`src/rtl/lut_bank_cfg_pkg.sv`:
```
// Shared types and sizing helpers for the reprogrammable LUT bank.
package lut_bank_cfg_pkg;

    // Configuration loader states.
    typedef enum logic [1:0] {
        IDLE   = 2'd0,
        LOAD   = 2'd1,
        COMMIT = 2'd2
    } cfg_state_t;

    // Number of configuration words needed to cover a 2**n-bit table.
    function automatic int calc_words(input int n, input int w);
        return ((1 << n) + w - 1) / w;
    endfunction

    // Width of a channel index; never narrower than one bit.
    function automatic int ch_width(input int c);
        return (c > 1) ? $clog2(c) : 1;
    endfunction

endpackage

```
`src/rtl/lut_cell.sv`:
```
// Single N-input lookup table: loadable table register plus registered read.
module lut_cell #(
    parameter int                N    = 2,
    parameter logic [2**N-1:0]   INIT = '0
) (
    input  logic                 clk,
    input  logic                 rst,
    input  logic                 we,
    input  logic [2**N-1:0]      wdata,
    input  logic [N-1:0]         idx,
    output logic                 q
);

    logic [2**N-1:0] table_reg;
    logic            q_reg;

    // Table contents: reset to INIT, replaced wholesale on a commit.
    always_ff @(posedge clk or posedge rst) begin
        if (rst) begin
            table_reg <= INIT;
        end else if (we) begin
            table_reg <= wdata;
        end
    end

    // Registered lookup; a same-edge write is not yet visible here.
    always_ff @(posedge clk or posedge rst) begin
        if (rst) begin
            q_reg <= 1'b0;
        end else begin
            q_reg <= table_reg[idx];
        end
    end

    assign q = q_reg;

endmodule

```
`src/rtl/lut_bank_cfg.sv`:
```
// Bank of C lookup tables rewritten through a word-serial valid/ready port.
// Words collect in a shadow register and are committed to one channel at once.
module lut_bank_cfg
    import lut_bank_cfg_pkg::*;
#(
    parameter int              N    = 2,
    parameter int              C    = 4,
    parameter int              W    = 8,
    parameter logic [2**N-1:0] INIT = 4'h5,
    localparam int             K    = calc_words(N, W),
    localparam int             CHW  = ch_width(C)
) (
    input  logic               CLK,
    input  logic               ASYNCRESET,
    input  logic [C*N-1:0]     I,
    input  logic               I_VALID,
    output logic [C-1:0]       O,
    output logic               O_VALID,
    input  logic               CFG_VALID,
    output logic               CFG_READY,
    input  logic [CHW-1:0]     CFG_CH,
    input  logic [W-1:0]       CFG_DATA,
    input  logic               CFG_LAST,
    output logic               CFG_ERR
);

    localparam int D    = 2**N;
    localparam int SW   = K * W;
    localparam int CNTW = $clog2(K + 1);

    cfg_state_t      state_reg, state_next;
    logic [SW-1:0]   shadow_reg, shadow_next;
    logic [CNTW-1:0] cnt_reg, cnt_next;
    logic [CHW-1:0]  ch_reg, ch_next;
    logic            err_reg, err_next;
    logic            o_valid_reg;
    logic            hs;
    logic            word_is_last;
    logic [CHW-1:0]  ch_sel;
    logic            ch_in_range;
    logic            commit;

    assign CFG_READY    = (state_reg != COMMIT);
    assign hs           = CFG_VALID & CFG_READY;
    assign commit       = (state_reg == COMMIT);
    // The first word carries the channel; later words use the latched one.
    assign ch_sel       = (state_reg == IDLE) ? CFG_CH : ch_reg;
    assign ch_in_range  = (int'(ch_sel) < C);
    assign word_is_last = (state_reg == IDLE) ? (K == 1) : (cnt_reg == CNTW'(K - 1));

    // Loader next-state: collect words, validate framing, schedule commit.
    always_comb begin
        state_next  = state_reg;
        shadow_next = shadow_reg;
        cnt_next    = cnt_reg;
        ch_next     = ch_reg;
        err_next    = 1'b0;
        case (state_reg)
            IDLE, LOAD: begin
                if (hs) begin
                    if (CFG_LAST != word_is_last) begin
                        // Framing error: drop the partial load.
                        err_next    = 1'b1;
                        shadow_next = '0;
                        cnt_next    = '0;
                        state_next  = IDLE;
                    end else begin
                        if (state_reg == IDLE) begin
                            ch_next     = CFG_CH;
                            shadow_next = '0;
                        end
                        for (int k = 0; k < K; k++) begin
                            if (cnt_reg == CNTW'(k)) begin
                                shadow_next[k*W +: W] = CFG_DATA;
                            end
                        end
                        cnt_next = cnt_reg + CNTW'(1);
                        if (word_is_last) begin
                            // An out-of-range channel matches no cell, so the
                            // commit cycle writes nothing and only flags it.
                            state_next = COMMIT;
                            err_next   = ~ch_in_range;
                        end else begin
                            state_next = LOAD;
                        end
                    end
                end
            end
            COMMIT: begin
                state_next = IDLE;
                cnt_next   = '0;
            end
            default: begin
                state_next = IDLE;
            end
        endcase
    end

    // Loader state registers.
    always_ff @(posedge CLK or posedge ASYNCRESET) begin
        if (ASYNCRESET) begin
            state_reg  <= IDLE;
            shadow_reg <= '0;
            cnt_reg    <= '0;
            ch_reg     <= '0;
            err_reg    <= 1'b0;
        end else begin
            state_reg  <= state_next;
            shadow_reg <= shadow_next;
            cnt_reg    <= cnt_next;
            ch_reg     <= ch_next;
            err_reg    <= err_next;
        end
    end

    // Lookup qualifier follows the registered lookup by one cycle.
    always_ff @(posedge CLK or posedge ASYNCRESET) begin
        if (ASYNCRESET) begin
            o_valid_reg <= 1'b0;
        end else begin
            o_valid_reg <= I_VALID;
        end
    end

    assign O_VALID = o_valid_reg;
    assign CFG_ERR = err_reg;

    // Bits of the last word past the table depth are never used.
    generate
        if (SW > D) begin : g_pad
            logic unused_pad;
            assign unused_pad = ^shadow_reg[SW-1:D];
        end
    endgenerate

    generate
        for (genvar gi = 0; gi < C; gi++) begin : g_cell
            lut_cell #(
                .N    (N),
                .INIT (INIT)
            ) u_cell (
                .clk   (CLK),
                .rst   (ASYNCRESET),
                .we    (commit && (ch_reg == CHW'(gi))),
                .wdata (shadow_reg[D-1:0]),
                .idx   (I[gi*N +: N]),
                .q     (O[gi])
            );
        end
    endgenerate

endmodule

```
`config.mk`:
```
export PLATFORM = sky130hd
export DESIGN_NAME = lut_bank_cfg
export DESIGN_NICKNAME = d
export VERILOG_FILES = /design/src/rtl/lut_bank_cfg_pkg.sv /design/src/rtl/lut_cell.sv /design/src/rtl/lut_bank_cfg.sv
export SDC_FILE = /design/constraint.sdc
export NUM_CORES = 1
export LEC_CHECK = 0
export ABC_AREA = 1
export CAP_MARGIN = 0
export CORE_MARGIN = 2
export CORE_UTILIZATION = 30
export CTS_BUF_LIST = sky130_fd_sc_hd__clkbuf_4
export CTS_CLUSTER_DIAMETER = 100
export CTS_CLUSTER_SIZE = 16
export DETAILED_ROUTE_END_ITERATION = 16
export GPL_TIMING_DRIVEN = 0
export PLACE_DENSITY = 0.57
export SETUP_SLACK_MARGIN = 0.02
export SYNTH_ARGS = -nofsm -noshare
export SYNTH_HDL_FRONTEND = slang
export SYNTH_SLANG_ARGS = --single-unit
```
`constraint.sdc`:
```
create_clock -name CLK -period 2.1 [get_ports CLK]
set_clock_uncertainty 0.15 [all_clocks]
set_input_delay 0.42 -clock CLK [delete_from_list [all_inputs] [get_ports CLK]]
set_output_delay 0.42 -clock CLK [all_outputs]
set_load 0.01 [all_outputs]
```
==> results of run 1 <==
area by class of cell:
cell class	count	area [um2]	share of cell area (%)
plain buffers	8	55.1	2.91
clock buffers	6	45.0	2.38
clock inverters	2	7.51	0.396
inverters	20	75.1	3.96
multi-input cells	119	578	30.5
flip-flops and latches	31	786	41.5
well taps	67	83.8	4.43
repair buffers	27	264	13.9
power groups by stage:
stage	registers [uW]	logic, uW	clock network [uW]
2_1_floorplan	883	329	0
3_3_place_gp	907	460	0
3_5_place_dp	909	466	0
4_1_cts	898	467	345
5_1_grt	919	536	375
6_report	897	468	336
kinds of logic after synthesis:
logic type	count (synthesis)	synth area share [%]
adder cells (fa/ha/maj)	2	1.68
flip-flops	31	52.8
AND/OR/NAND/NOR	108	33.3
buffers and inverters	28	8.49
AO/OA/AOI/OAI	9	3.70
metrics by stage:
stage / total power [uW] / instances
after floorplan: 1210 / 178
after global placement: 1370 / 270
after detailed placement: 1370 / 270
after CTS: 1710 / 278
after global routing: 1830 / 280
final: 1700 / 280
synthesized netlist by cell type (all sizes together):
cell type  count  area share, %
a21oi          4            1.3
buf            7            3.2
clkbuf         1           0.25
clkinv         1           0.25
dfrtp         23             39
dfstp          8             14
ha             2            1.7
inv           19            4.8
nand2         62             16
nand3         12            5.0
nand4         18            7.6
nor2          12            3.4
o211ai         4            2.0
o21ai          1           0.34
or2            4            1.7
layer usage:
metal / GRT usage, % / vias to the layer above / wire, um
met2: 16.8 / 20 / 1240
li1: - / 645 / -
met1: 15.5 / 552 / 1470
met4: 5.95 / 0 / 47
met5: 0 / - / 0
met3: 3.66 / 5 / 112
worst max-delay path, cell delays in order, from the launching register on:
cell,delay [ns]
dfrtp_1,0.41
inv_2,0.05
nor2_2,0.16
buf_6,0.12
inv_1,0.04
dlygate4sd2_1,0.28
path summary, 6_finish.rpt:
| check | slack [ns] | start | cells after the start | end |
|---|---|---|---|---|
| worst max-delay path | 0.13 | state_reg[1] | 5 | CFG_READY |
| worst min register to register | 0.31 | g_cell[3].u_cell.table_reg[0] | 2 | g_cell[3].u_cell.table_reg[0] |
| worst min-delay path | 0.31 | g_cell[3].u_cell.table_reg[0] | 2 | g_cell[3].u_cell.table_reg[0] |
| max in group asynchronous | 0.57 | ASYNCRESET | 2 | g_cell[2].u_cell.table_reg[1] |
| worst max register to register | 0.20 | state_reg[0] | 8 | shadow_reg[3] |
| min in group asynchronous | 0.55 | ASYNCRESET | 2 | g_cell[0].u_cell.table_reg[1] |
timing repair:
| action | in CTS | in global routing |
|---|---|---|
| setup buffers | 0 | 2 |
| gates resized for setup | 1 | 2 |
| hold endpoints to repair | 0 | 0 |
| endpoints found under the setup margin | 1 | 5 |
| pin swaps | 0 | 1 |
placed cells by master (no fill, tap or decap), types with 3 or more instances in the layout:
cell type and n:
a21oi_1 4, buf_4 6, clkbuf_4 6, clkdlybuf4s50_1 24, clkinv_1 3, dfrtp_1 23
dfstp_2 8, inv_1 17, nand2_1 62, nand3_1 9, nand3_2 3, nand4_1 18
nor2_1 9, nor2_2 3, o211ai_1 4, or2_2 4
==> results.py, run 1 <==
metrics = {
    "status": {
        "outcome": "finished, final reports clean",
    },
    "placement": {
        "io_buffers": 25,
        "dp.final_hpwl_um": 1990,
        "preCtsSetupSlack_ns": -0.0792,
        "detailed_place.area_um2": 1820,
        "gp_congestion": 0.746,
    },
    "floorplan": {
        "dieArea_um2": 5540,
        "start_util_pct": 31.3,
        "ios": 30,
        "core_um2": 4750,
        "die-height_um": 74.4,
        "die_w_um": 74.4,
        "fp-row-count": 25,
    },
    "worst_setup_path": {
        "worstSetupStartpointType": "flip-flop",
        "cp.required_ns": 1.53,
        "endpoint_kind": "primary output",
        "critPathArrivalTime_ns": 1.40,
        "critPathKind": "flip-flop to primary output",
        "cp_max_fo": 3,
    },
    "power": {
        "p_switching_uw": 554,
        "swShare_pct": 32.6,
        "power.density_nw_per_um2": 898,
        "peakVddDrop_mv": 0.246,
        "power_frac_seq_pct": 52.8,
        "clkPwrFrac_pct": 19.7,
        "p_comb_share_pct": 27.5,
        "p_leak_uw": 0.000928,
        "p_int_uw": 1150,
    },
    "global_routing": {
        "grt_max_degree": 32,
        "grt_usage_pct": 11.6,
        "antenna_found_initial": 0,
        "grt_pass1_wl_um": 4840,
        "grt_pass1_vias": 1133,
        "grt_remaining_overflow": 0,
    },
    "synth": {
        "yosysWarningCount": 0,
        "synth.avg_cell_area_um2": 8.36,
        "syn_nets": 203,
        "syn_area_um2": 1490,
        "ys_types": 19,
        "synth_seq_cells": 31,
        "yosysSeqAreaShare_pct": 52.8,
        "synthCells": 178,
    },
    "layout": {
        "largest_reg_flops": 16,
        "n_antenna_cell": 0,
        "drive_gt1_share_pct": 16.4,
        "area_delta_synth_final_pct": 27.3,
        "final_area_um2": 1890,
        "fill_cells": 519,
        "layout.nets": 237,
        "post-route-util_pct": 39.8,
    },
    "sta": {
        "timing.hold.ws_ns": 0.314,
        "fin_ws_ns": 0.130,
        "slew_headroom_pct": 23.3,
        "period_share_pct": 93.8,
        "fin_crit_ns": 1.97,
        "setup_violations": 0,
        "hold_viol": 0,
        "max_freq_ghz": 0.508,
        "tightest_slew_ns": 1.15,
        "setup_tns_ns": 0,
        "finalMaxSlewViolations": 0,
        "rsz0062_at_grt": "no",
    },
    "clock_network": {
        "clk_path_buf_depth": 2,
        "clock_latency_ns": 0.33,
        "cts_buffers": 5,
        "clock_sinks": 31,
        "cts-htree-levels": 2,
        "clk_pin_slew_ns": 0.10,
        "tritoncts": "done",
        "ctsHoldBuffers": 0,
        "cts_root_buffer": "clkbuf_4",
    },
    "route": {
        "route.detailed.drc": 0,
        "vias_per_cell": 4.36,
        "drtIter0Drc": 47,
        "first_pass_iters": 4,
        "wl_per_cell_um": 10.3,
        "drtAntennaViolNets": 0,
        "vias": 1222,
        "routed_wl_um": 2880,
    },
    "job": {
        "max_cap_violations": 0,
    },
    "worst_hold_path": {
        "worstHoldPathType": "flip-flop to flip-flop",
    },
}
Power figures use the tool's default switching activity.
==> run 2, diff against run 1 <==
CELL_PAD_IN_SITES_DETAIL_PLACEMENT = 1   (was default)
CELL_PAD_IN_SITES_GLOBAL_PLACEMENT = 1   (was default)
PLACE_DENSITY = 0.71   (was 0.57)
SETUP_SLACK_MARGIN = 0.2   (was 0.02)
==> run 2 against run 1 <==
Global-route usage rose by 2.2 points. Final cell count grew 1.4%. Core utilization grew 1.7 points. Worst setup slack better by 0.21 ns.
==> results.py, run 2 (synthesis results as in run 1) <==
metrics = {
    "floorplan": {
        "core_um2": 4750,
        "die_w_um": 74.4,
        "dieArea_um2": 5540,
        "ios": 30,
        "fp-row-count": 25,
        "start_util_pct": 31.3,
        "die-height_um": 74.4,
    },
    "power": {
        "clkPwrFrac_pct": 19.7,
        "p_switching_uw": 583,
        "p_comb_share_pct": 28.6,
        "p_leak_uw": 0.00100,
        "power_frac_seq_pct": 51.7,
        "swShare_pct": 33.5,
        "p_int_uw": 1160,
        "peakVddDrop_mv": 0.219,
        "power.density_nw_per_um2": 881,
        "power_uw": 1740,
    },
    "worst_setup_path": {
        "crit_buf_inv": 1,
        "cp_slowest_stage_delay_ns": 0.52,
        "cpMaxStageDelayCell": "clkdlybuf4s50_1",
        "endpoint_kind": "primary output",
        "worstSetupStartpointType": "flip-flop",
        "rr_worst_depth": 9,
        "cp_max_fo": 1,
        "r2r_slack_ns": 0.37,
        "path_cells": "clkdlybuf4s50_1",
        "cp_top_family": "buffers and inverters",
        "critPathKind": "flip-flop to primary output",
        "cp.required_ns": 1.53,
        "crit_cells": 1,
        "critPathArrivalTime_ns": 1.19,
    },
    "sta": {
        "tightest_slew_ns": 0.444,
        "period_share_pct": 83.9,
        "timing.hold.ws_ns": 0.144,
        "fin_crit_ns": 1.76,
        "finalMaxSlewViolations": 0,
        "hold_viol": 0,
        "setup_violations": 0,
        "max_freq_ghz": 0.568,
        "slew_headroom_pct": 70.4,
        "rsz0062_at_grt": "no",
    },
    "global_routing": {
        "grt_remaining_overflow": 0,
        "grt_max_degree": 32,
        "grt_pass1_vias": 1335,
        "grt_usage_pct": 13.8,
        "antenna_found_initial": 0,
        "grt_pass1_wl_um": 5740,
    },
    "layout": {
        "n_antenna_cell": 0,
        "multi_input_area_um2": 611,
        "largest_reg_flops": 16,
        "post-route-util_pct": 41.6,
        "drive_gt1_share_pct": 20.7,
        "layout.nets": 241,
        "seq_area_um2": 786,
        "fill_cells": 596,
        "fin_cells": 284,
        "layout_common_cells": "nand2_1 (61), dfrtp_1 (23), clkdlybuf4s50_1 (20)",
        "mostFrequentLayoutCell": "nand2_1",
        "area_delta_synth_final_pct": 32.8,
    },
    "job": {
        "max_cap_violations": 0,
    },
    "clock_network": {
        "tritoncts": "done",
        "ctsHoldBuffers": 0,
        "clk_path_buf_depth": 2,
        "cts_buffers": 5,
        "clock_sinks": 31,
        "clock_latency_ns": 0.33,
        "cts-htree-levels": 2,
        "cts_root_buffer": "clkbuf_4",
        "clk_pin_slew_ns": 0.10,
    },
    "worst_hold_path": {
        "worstHoldPathType": "input port to asynchronous set/reset pin",
    },
    "route": {
        "routed_wl_um": 3350,
        "vias_per_cell": 4.50,
        "wl_per_cell_um": 11.8,
        "route.detailed.drc": 0,
        "first_pass_iters": 2,
        "vias": 1278,
        "drtAntennaViolNets": 0,
        "drtIter0Drc": 52,
    },
    "placement": {
        "dp.final_hpwl_um": 2320,
        "gp_congestion": 0.697,
        "io_buffers": 25,
        "dp.cells": 270,
    },
    "status": {
        "outcome": "finished, final reports clean",
    },
}
==> run 2: metrics by stage <==
stage	cell area (um2)	setup WS, ns	TNS [ns]
5_1_grt	1980	0.231	0
6_report	1980	0.339	0
4_1_cts	1910	0.178	0
3_3_place_gp	1820	-0.0939	-0.343
2_1_floorplan	1490	0.405	0
3_5_place_dp	1820	-0.0982	-0.353
==> run 2: power groups by stage <==
stage,combinational (uW),clock (uW),sequential (uW)
after detailed placement,477,0,913
after global routing,575,386,924
after floorplan,329,0,883
after CTS,493,363,902
final,498,343,900
after global placement,463,0,908
==> run 2: repair_timing <==
item	4_1_cts	5_1_grt
endpoints found under the setup margin	5	10
setup buffers	4	1
resized for setup	5	11
hold endpoints to repair	0	0
gates cloned	0	0
pin swaps	1	1
==> run 2: area by class of cell <==
cell class,count,share of cell area (%)
well taps,67,4.24
inverters,20,3.80
repair buffers,31,15.8
flip-flops and latches,31,39.8
plain buffers,8,2.79
clock inverters,2,0.380
multi-input cells,119,30.9
clock buffers,6,2.28
==> run 2: final timing paths <==
check / start / to
max: O_VALID / O_VALID
min in group CLK: g_cell[1].u_cell.table_reg[2] / g_cell[1].u_cell.table_reg[2]
min reg2reg: g_cell[1].u_cell.table_reg[2] / g_cell[1].u_cell.table_reg[2]
min: ASYNCRESET / O_VALID
max reg2reg: state_reg[0] / shadow_reg[0]
max in group asynchronous: ASYNCRESET / g_cell[2].u_cell.table_reg[0]
==> run 2: layer usage <==
metal,GRT usage [%],share of wire [%]
met1,16.2,46
met2,23.1,47
met3,5.42,5.5
met4,4.76,1.4
met5,0,0
